### config.mk
export PLATFORM = sky130hd
export DESIGN_NAME = axis_packetizer
export DESIGN_NICKNAME = d
export VERILOG_FILES = /design/src/rtl/axis_packetizer.sv
export SDC_FILE = /design/constraint.sdc
export NUM_CORES = 1
export LEC_CHECK = 0
export CAP_MARGIN = 20
export CORE_MARGIN = 2
export CORE_UTILIZATION = 56
export CTS_CLUSTER_SIZE = 24
export DETAILED_ROUTE_END_ITERATION = 7
export DONT_BUFFER_PORTS = 1
export PLACE_DENSITY = 0.73
export SLEW_MARGIN = 15
export SYNTH_ARGS = -nofsm -noshare
export SYNTH_HDL_FRONTEND = slang
export SYNTH_SLANG_ARGS = --single-unit
### constraint.sdc
create_clock -name clk -period 4.5 [get_ports clk]
set_input_delay 0.225 -clock clk [delete_from_list [all_inputs] [get_ports clk]]
set_output_delay 0.225 -clock clk [all_outputs]
set_load 0.005 [all_outputs]
### src/rtl/axis_packetizer.sv
// axis_packetizer: AXI-Stream conditioner in front of a mesh input port.
// Re-frames packets so that none exceeds MAX_BEATS beats and tdest never
// changes inside a packet. A held beat that has waited IDLE_TIMEOUT idle
// cycles is closed. One lookahead hold register (H) decides tlast; a
// registered output stage (O) drives the mesh.
module axis_packetizer #(
    parameter int TDATA_WIDTH  = 32,
    parameter int TDEST_WIDTH  = 4,
    parameter int MAX_BEATS    = 4,
    parameter int IDLE_TIMEOUT = 16,
    parameter int CNT_WIDTH    = 16
) (
    input  logic                   clk,
    input  logic                   rst,
    input  logic                   s_axis_tvalid,
    output logic                   s_axis_tready,
    input  logic [TDATA_WIDTH-1:0] s_axis_tdata,
    input  logic                   s_axis_tlast,
    input  logic [TDEST_WIDTH-1:0] s_axis_tdest,
    output logic                   m_axis_tvalid,
    input  logic                   m_axis_tready,
    output logic [TDATA_WIDTH-1:0] m_axis_tdata,
    output logic                   m_axis_tlast,
    output logic [TDEST_WIDTH-1:0] m_axis_tdest,
    output logic [CNT_WIDTH-1:0]   stat_pkts,
    output logic [CNT_WIDTH-1:0]   stat_forced
);

    localparam int BEAT_W = (MAX_BEATS > 1) ? $clog2(MAX_BEATS) : 1;
    localparam int IDLE_W = (IDLE_TIMEOUT > 1) ? $clog2(IDLE_TIMEOUT) : 1;
    localparam logic [BEAT_W-1:0] BEAT_LAST = BEAT_W'(MAX_BEATS - 1);
    localparam logic [IDLE_W-1:0] IDLE_LAST = IDLE_W'(IDLE_TIMEOUT - 1);

    // Hold register H
    logic                   h_valid_q, h_valid_d;
    logic [TDATA_WIDTH-1:0] h_data_q, h_data_d;
    logic [TDEST_WIDTH-1:0] h_dest_q, h_dest_d;
    logic                   h_last_q, h_last_d;
    // Output register O
    logic                   o_valid_q, o_valid_d;
    logic [TDATA_WIDTH-1:0] o_data_q, o_data_d;
    logic [TDEST_WIDTH-1:0] o_dest_q, o_dest_d;
    logic                   o_last_q, o_last_d;
    // Framing and statistics state
    logic [BEAT_W-1:0]      beat_cnt_q, beat_cnt_d;
    logic [IDLE_W-1:0]      idle_cnt_q, idle_cnt_d;
    logic [CNT_WIDTH-1:0]   pkts_q, pkts_d;
    logic [CNT_WIDTH-1:0]   forced_q, forced_d;

    logic out_free;
    logic h_final;
    logic h_move;
    logic s_ready;
    logic accept;
    logic move_last;

    // Handshake decisions: H leaves when O can take it and either H already
    // knows it ends the packet or an incoming beat supplies the lookahead.
    // The idle counter saturates at its limit, which makes the timeout sticky
    // until H moves or a beat is accepted.
    always_comb begin
        out_free  = !o_valid_q | m_axis_tready;
        h_final   = h_valid_q & (h_last_q | (beat_cnt_q == BEAT_LAST) |
                                 (idle_cnt_q == IDLE_LAST));
        h_move    = h_valid_q & out_free & (h_final | s_axis_tvalid);
        s_ready   = !rst & (!h_valid_q | h_move);
        accept    = s_axis_tvalid & s_ready;
        move_last = h_final | (s_axis_tdest != h_dest_q);
    end

    // Next-state computation for H, O, the framing counters and statistics.
    always_comb begin
        h_valid_d  = h_valid_q;
        h_data_d   = h_data_q;
        h_dest_d   = h_dest_q;
        h_last_d   = h_last_q;
        o_valid_d  = o_valid_q;
        o_data_d   = o_data_q;
        o_dest_d   = o_dest_q;
        o_last_d   = o_last_q;
        beat_cnt_d = beat_cnt_q;
        idle_cnt_d = idle_cnt_q;
        pkts_d     = pkts_q;
        forced_d   = forced_q;

        if (accept) begin
            h_valid_d = 1'b1;
            h_data_d  = s_axis_tdata;
            h_dest_d  = s_axis_tdest;
            h_last_d  = s_axis_tlast;
        end else if (h_move) begin
            h_valid_d = 1'b0;
        end

        if (out_free) begin
            o_valid_d = h_move;
            if (h_move) begin
                o_data_d = h_data_q;
                o_dest_d = h_dest_q;
                o_last_d = move_last;
            end
        end

        if (h_move) begin
            if (move_last) begin
                beat_cnt_d = '0;
                pkts_d     = pkts_q + 1'b1;
                if (!h_last_q) begin
                    forced_d = forced_q + 1'b1;
                end
            end else begin
                beat_cnt_d = beat_cnt_q + 1'b1;
            end
        end

        if (accept || h_move) begin
            idle_cnt_d = '0;
        end else if (h_valid_q && (idle_cnt_q != IDLE_LAST)) begin
            idle_cnt_d = idle_cnt_q + 1'b1;
        end
    end

    // State registers; reset drops any held beat and clears statistics.
    always_ff @(posedge clk or posedge rst) begin
        if (rst) begin
            h_valid_q  <= 1'b0;
            h_data_q   <= '0;
            h_dest_q   <= '0;
            h_last_q   <= 1'b0;
            o_valid_q  <= 1'b0;
            o_data_q   <= '0;
            o_dest_q   <= '0;
            o_last_q   <= 1'b0;
            beat_cnt_q <= '0;
            idle_cnt_q <= '0;
            pkts_q     <= '0;
            forced_q   <= '0;
        end else begin
            h_valid_q  <= h_valid_d;
            h_data_q   <= h_data_d;
            h_dest_q   <= h_dest_d;
            h_last_q   <= h_last_d;
            o_valid_q  <= o_valid_d;
            o_data_q   <= o_data_d;
            o_dest_q   <= o_dest_d;
            o_last_q   <= o_last_d;
            beat_cnt_q <= beat_cnt_d;
            idle_cnt_q <= idle_cnt_d;
            pkts_q     <= pkts_d;
            forced_q   <= forced_d;
        end
    end

    assign s_axis_tready = s_ready;
    assign m_axis_tvalid = o_valid_q;
    assign m_axis_tdata  = o_data_q;
    assign m_axis_tlast  = o_last_q;
    assign m_axis_tdest  = o_dest_q;
    assign stat_pkts     = pkts_q;
    assign stat_forced   = forced_q;

endmodule

==> flow_summary.json, run 1 <==
{
  "outcome": "finished clean",
  "min_from": "s_axis_tvalid",
  "fin_cells": 503,
  "fin_skew_ns": 0.00739,
  "grt_pass1_vias": 3083,
  "synth_cell_types": 30,
  "core_um2": 8130,
  "vias": 2811,
  "cts_inserted_buffers": 17,
  "start_kind": "flip-flop",
  "synth_edf_count": 0,
  "htree_num_levels": 4,
  "multi_input_area_um2": 1740,
  "max_stage_delay_ns": 0.75,
  "firstDrtPassIters": 6,
  "synth_top_flop_cell": "dfrtp_1",
  "path_delay_family": "compound AO/OA/AOI/OAI gates",
  "hold_buffers": 40,
  "rsz0062_at_grt": "false",
  "path_cells": "ha_1 > a311o_1 > o21ai_4 > a21oi_1",
  "hold_depth": 2,
  "synthCells": 336,
  "reg2reg_to": "m_axis_tdata[2]",
  "tightestPinTransition_ns": 0.920,
  "fin_nets": 430,
  "yosysTopAreaCellShare": 0.611,
  "fill_cells": 573,
  "port_buffers": 0,
  "r2r_slack_ns": 1.77,
  "initial_core_util": 0.574,
  "layout_worst_path_cycle_share": 0.626,
  "ys_seq_elements": 114,
  "grt_pass1_wl_um": 14700,
  "min_to": "m_axis_tvalid",
  "yosys.area.top_type": "dfrtp_1",
  "rows": 33,
  "dieArea_um2": 9090,
  "synthTopCellsByCount": "dfrtp_1 (114), mux2_2 (76), xor2_1 (28)",
  "max_cap_violations": 0,
  "crit_buf_inv": 0,
  "die_h_um": 95.3,
  "ff2ff_path_depth": 5,
  "route.detailed.drc": 0,
  "leakage_nw": 2.62,
  "cts_setup_buffers": 0,
  "cts_tree": "done",
  "ys_warn_count": 0,
  "critPathArrivalTime_ns": 2.59,
  "clock_path_buffers": 2,
  "antenna_left": 0,
  "post_cts_resized": 0,
  "seqCellArea_um2": 2850,
  "path_clk_slew_ns": 0.06,
  "critPathRequiredTime_ns": 4.28,
  "power.density_nw_per_um2": 704,
  "worstSetupEndpointType": "primary output",
  "gp_congestion": 0.773,
  "antenna_found_initial": 0,
  "die_w_um": 95.3,
  "yosysMostFrequentCell": "dfrtp_1",
  "diodes": 0,
  "grt_max_degree": 68,
  "synth_area_per_cell_um2": 13.9,
  "cts_root_buffer": "clkbuf_8",
  "clock-sinks": 114,
  "cp_slowest_cell": "o21ai_4",
  "period_minus_slack_ns": 2.82,
  "synth_nets": 381,
  "avgViaCountPerCell": 5.59,
  "crit_fanout": 30,
  "worst_slack_ns": 1.68,
  "synthArstFlopShare": 1.00,
  "setup_violations": 0,
  "tns_ns": 0,
  "place_inst": 431,
  "track_usage": 0.216,
  "drt_wl_total_um": 8840,
  "vdd_ir_drop_max_uv": 412,
  "whs_ns": 0.148,
  "dp_slack_ns": 1.76,
  "hpwlAfterDp_um": 5430,
  "clk_latency_ns": 0.51,
  "finalMaxSlewViolations": 0,
  "syn2layout_area_growth_pct": 24.2,
  "grt_overflow": 0,
  "drt-wirelength-per-cell_um": 17.6,
  "relSlewSlack": 0.384,
  "synth_area_um2": 4670,
  "finalPower_w": 0.00408,
  "max_freq_mhz": 355,
  "drive_gt1_frac": 0.286,
  "critPathKind": "flip-flop to primary output",
  "hold_viol_final": 0,
  "drt_iter0_drc": 97,
  "ys_seq_area_frac": 0.611,
  "hold_class": "input port to flip-flop",
  "pin_count": 112,
  "synthTopCellsByArea": "dfrtp_1 (61%), mux2_2 (18%), xor2_1 (5.3%)",
  "rr_startpoint": "idle_cnt_q[0]"
}
## worst max path at each step
| stage | startpoint | to | slack, ns | cells past startpoint |
|---|---|---|---|---|
| 4_1_cts | idle_cnt_q[0] | s_axis_tready | 1.61 | 4 |
| 3_3_place_gp | idle_cnt_q[0] | m_axis_tdata[7] | 1.81 | 5 |
| 3_5_place_dp | idle_cnt_q[0] | m_axis_tdata[8] | 1.76 | 5 |
| 6_report | idle_cnt_q[0] | s_axis_tready | 1.68 | 4 |
| 5_1_grt | idle_cnt_q[0] | s_axis_tready | 1.53 | 4 |
| 2_1_floorplan | rst | beat_cnt_q[0] | 1.26 | 1 |
## cell type report
| type | instances | share of cell area |
|---|---|---|
| clock buffers | 19 | 0.0744 |
| well taps | 105 | 0.0226 |
| inverters | 5 | 0.00367 |
| multi-input cells | 205 | 0.300 |
| clock inverters | 13 | 0.0358 |
| repair buffers | 42 | 0.0716 |
| flip-flops and latches | 114 | 0.492 |
## kinds of logic after synthesis
group | Yosys count | synth area share
buffers and inverters | 17 | 0.0182
muxes | 76 | 0.183
AOI/OAI and AO/OA | 11 | 0.0185
and+or+nand+nor | 78 | 0.0911
adders and majority gates | 4 | 0.0107
DFF | 114 | 0.611
xor gates and xnor gates | 36 | 0.0675
## report_power, final
| part | leakage (nW) | switching [W] | internal (W) |
|---|---|---|---|
| sequential | 1.40 | 0.000334 | 0.00144 |
| combinational | 0.909 | 0.000380 | 0.000496 |
| clock | 0.312 | 0.000459 | 0.000970 |
| total | 2.62 | 0.00117 | 0.00291 |
## through the flow
step	utilization	cell area [um2]
final	0.713	5800
after global placement	0.585	4760
after CTS	0.713	5800
after floorplan	-	4670
after detailed placement	0.585	4760
after global routing	0.713	5800
## worst reg2reg max path, stage by stage (launching register included)
cell and delay [ns]:
dfrtp_1 0.40, ha_1 0.24, a311o_1 0.46, o21ai_4 0.75, buf_4 0.38, mux2_2 0.37
## cell usage in the layout, fill, tap and decap left out, drive strengths merged
cell type / Yosys / layout
bufinv: 0 / 5
clkbuf: 1 / 19
nand4: 5 / 5
dlygate4sd3: 0 / 40
nor4b: 5 / 5
or4: 1 / 1
mux2: 76 / 76
nand2: 22 / 22
nor3b: 1 / 1
dfrtp: 114 / 114
and2: 1 / 1
nand3: 11 / 11
ha: 4 / 4
nor3: 8 / 8
and4: 2 / 2
nor4: 11 / 11
nor2: 6 / 6
xnor2: 8 / 8
buf: 11 / 2
o21ai: 1 / 1
clkinv: 0 / 6
and4b: 2 / 2
xor2: 28 / 28
a311o: 1 / 1
o41ai: 1 / 1
a21oi: 6 / 6
clkinvlp: 0 / 1
inv: 5 / 6
and3: 1 / 1
a211o: 1 / 1
a22o: 1 / 1
nand2b: 2 / 2
## metal layers
metal,up-vias,track usage,routed length (um)
li1,1294,-,-
met1,1422,0.257,3640
met2,85,0.340,4340
met3,10,0.0933,779
met4,0,0.0954,77
met5,-,0,0
## sequential cells by signal, summed over array words and instances (netlist names)
register       count
h_data_q          32
idle_cnt_q         4
stat_pkts         16
beat_cnt_q         2
stat_forced       16
m_axis_tdata      32
m_axis_tlast       1
h_valid_q          1
m_axis_tdest       4
h_dest_q           4
h_last_q           1
m_axis_tvalid      1
Note: power is estimated with default switching activity, not from simulation.
==> run 2: changes to the inputs <==
--- a/config.mk
+++ b/config.mk
@@ -11,7 +11,7 @@
 export CTS_CLUSTER_SIZE = 24
 export DETAILED_ROUTE_END_ITERATION = 7
 export DONT_BUFFER_PORTS = 1
-export PLACE_DENSITY = 0.73
+export PLACE_DENSITY = 0.76
 export SLEW_MARGIN = 15
 export SYNTH_ARGS = -nofsm -noshare
 export SYNTH_HDL_FRONTEND = slang
==> constraint.sdc (replaced) <==
create_clock -name clk -period 2.5 [get_ports clk]
set_input_delay 0.125 -clock clk [delete_from_list [all_inputs] [get_ports clk]]
set_output_delay 0.125 -clock clk [all_outputs]
set_load 0.005 [all_outputs]
==> flow_summary.json, run 2 (synthesis results as in run 1) <==
{
  "outcome": "finished clean",
  "post-route-util": 0.713,
  "finalPower_w": 0.00711,
  "initial_core_util": 0.574,
  "start_kind": "flip-flop",
  "drive_gt1_frac": 0.289,
  "relSlewSlack": 0.396,
  "critPathRequiredTime_ns": 2.88,
  "gp_congestion": 0.733,
  "grt_max_degree": 44,
  "critPathKind": "flip-flop to flip-flop",
  "hold_viol_final": 0,
  "vdd_ir_drop_max_uv": 873,
  "grt_pass1_wl_um": 14300,
  "mostFrequentLayoutCell": "dfrtp_1",
  "fin_cells": 507,
  "cts_tree": "done",
  "whs_ns": 0.0446,
  "cp_slowest_cell": "dlygate4sd3_1",
  "cts_root_buffer": "clkbuf_8",
  "place_inst": 434,
  "met2_length_um": 4350,
  "path_clk_slew_ns": 0.05,
  "final_cell_mix": "dfrtp_1 (114), mux2_2 (76), dlygate4sd3_1 (41)",
  "rows": 33,
  "core_um2": 8130,
  "layout_worst_path_cycle_share": 0.932,
  "hold_class": "input port to flip-flop",
  "hpwlAfterDp_um": 5590,
  "grt_pass1_vias": 2905,
  "route.detailed.drc": 0,
  "power.density_nw_per_um2": 1230,
  "tightestPinTransition_ns": 0.907,
  "antenna_found_initial": 0,
  "port_buffers": 0,
  "wl_met1_um": 3700,
  "track_usage": 0.209,
  "fin_nets": 434,
  "antenna_left": 0,
  "leakage_nw": 2.60,
  "cts_inserted_buffers": 17,
  "finalMaxSlewViolations": 0,
  "rsz0062_at_grt": "false",
  "htree_num_levels": 4,
  "max_cap_violations": 0,
  "max_freq_mhz": 429,
  "clk_latency_ns": 0.50,
  "clock_path_buffers": 2,
  "fill_cells": 517,
  "max_stage_delay_ns": 0.56,
  "cts_setup_buffers": 0,
  "grt_overflow": 0,
  "die_h_um": 95.3,
  "period_minus_slack_ns": 2.33,
  "path_cells": "ha_1 > a311o_1 > o21ai_4 > buf_12 > nand2_1 > dlygate4sd3_1",
  "pin_count": 112,
  "setup_violations": 0,
  "tns_ns": 0,
  "drt-wirelength-per-cell_um": 17.5,
  "vias": 2843,
  "avgViaCountPerCell": 5.61,
  "crit_fanout": 43,
  "dieArea_um2": 9090,
  "worstSetupEndpointType": "flip-flop",
  "clock-sinks": 114,
  "firstDrtPassIters": 5,
  "drt_wl_total_um": 8900,
  "met3_length_um": 745,
  "drt_iter0_drc": 86,
  "diodes": 0,
  "fin_skew_ns": 0.00860,
  "critPathArrivalTime_ns": 2.71,
  "die_w_um": 95.3,
  "syn2layout_area_growth_pct": 24.2,
  "route.top_layer_used": "met4"
}
[run 2: repair_timing]
action	4_1_cts	5_1_grt
endpoints found under the hold margin	77	0
hold buffers	41	0
endpoints found under the setup margin	0	0
gates resized for setup	0	0
[run 2: area by class of cell]
class / count / area [um2] / share of cell area
timing repair buffer: 46 / 485 / 0.0837
inverter: 5 / 22.5 / 0.00388
sequential: 114 / 2850 / 0.492
clock inverter: 12 / 134 / 0.0231
multi-input combinational: 205 / 1740 / 0.300
clock buffer: 20 / 435 / 0.0750
tap: 105 / 131 / 0.0226
[run 2: routing by layer]
layer  vias to the layer above  GRT usage
met3                        15     0.0901
met5                         -          0
met1                      1423      0.258
li1                       1301          -
met4                         0     0.0809
met2                       104      0.325
[run 2: path summary, 6_finish.rpt]
path | from | slack, ns | depth (start not counted) | end
min | s_axis_tvalid | 0.04 | 4 | h_valid_q
min reg2reg | stat_forced[15] | 0.49 | 1 | stat_forced[15]
min in group asynchronous | rst | 0.29 | 2 | m_axis_tvalid
max in group asynchronous | rst | 1.55 | 3 | m_axis_tdata[2]
max reg2reg | idle_cnt_q[0] | 0.17 | 6 | m_axis_tvalid
max | idle_cnt_q[0] | 0.17 | 6 | m_axis_tvalid
[run 2: worst max-delay path, delay by kind of cell (launching register included)]
family	cells	cell delay, ns
buffers and inverters	2	0.81
AO/OA/AOI/OAI	2	0.64
flip-flops	1	0.40
adder cells (fa/ha/maj)	1	0.25
AND/OR/NAND/NOR	1	0.10
[run 2: through the flow]
stage          instance area [um2]  setup slack, ns
6_report                      5800            0.169
5_1_grt                       5800           0.0527
4_1_cts                       5800            0.134
3_5_place_dp                  4820            0.419
3_3_place_gp                  4820            0.436
2_1_floorplan                 4670            0.508
[run 2: power by group]
part | leakage (nW) | switching, W | internal, W
combinational | 0.939 | 0.000702 | 0.000937
clock | 0.264 | 0.000835 | 0.00144
sequential | 1.40 | 0.000597 | 0.00260
total | 2.60 | 0.00213 | 0.00498
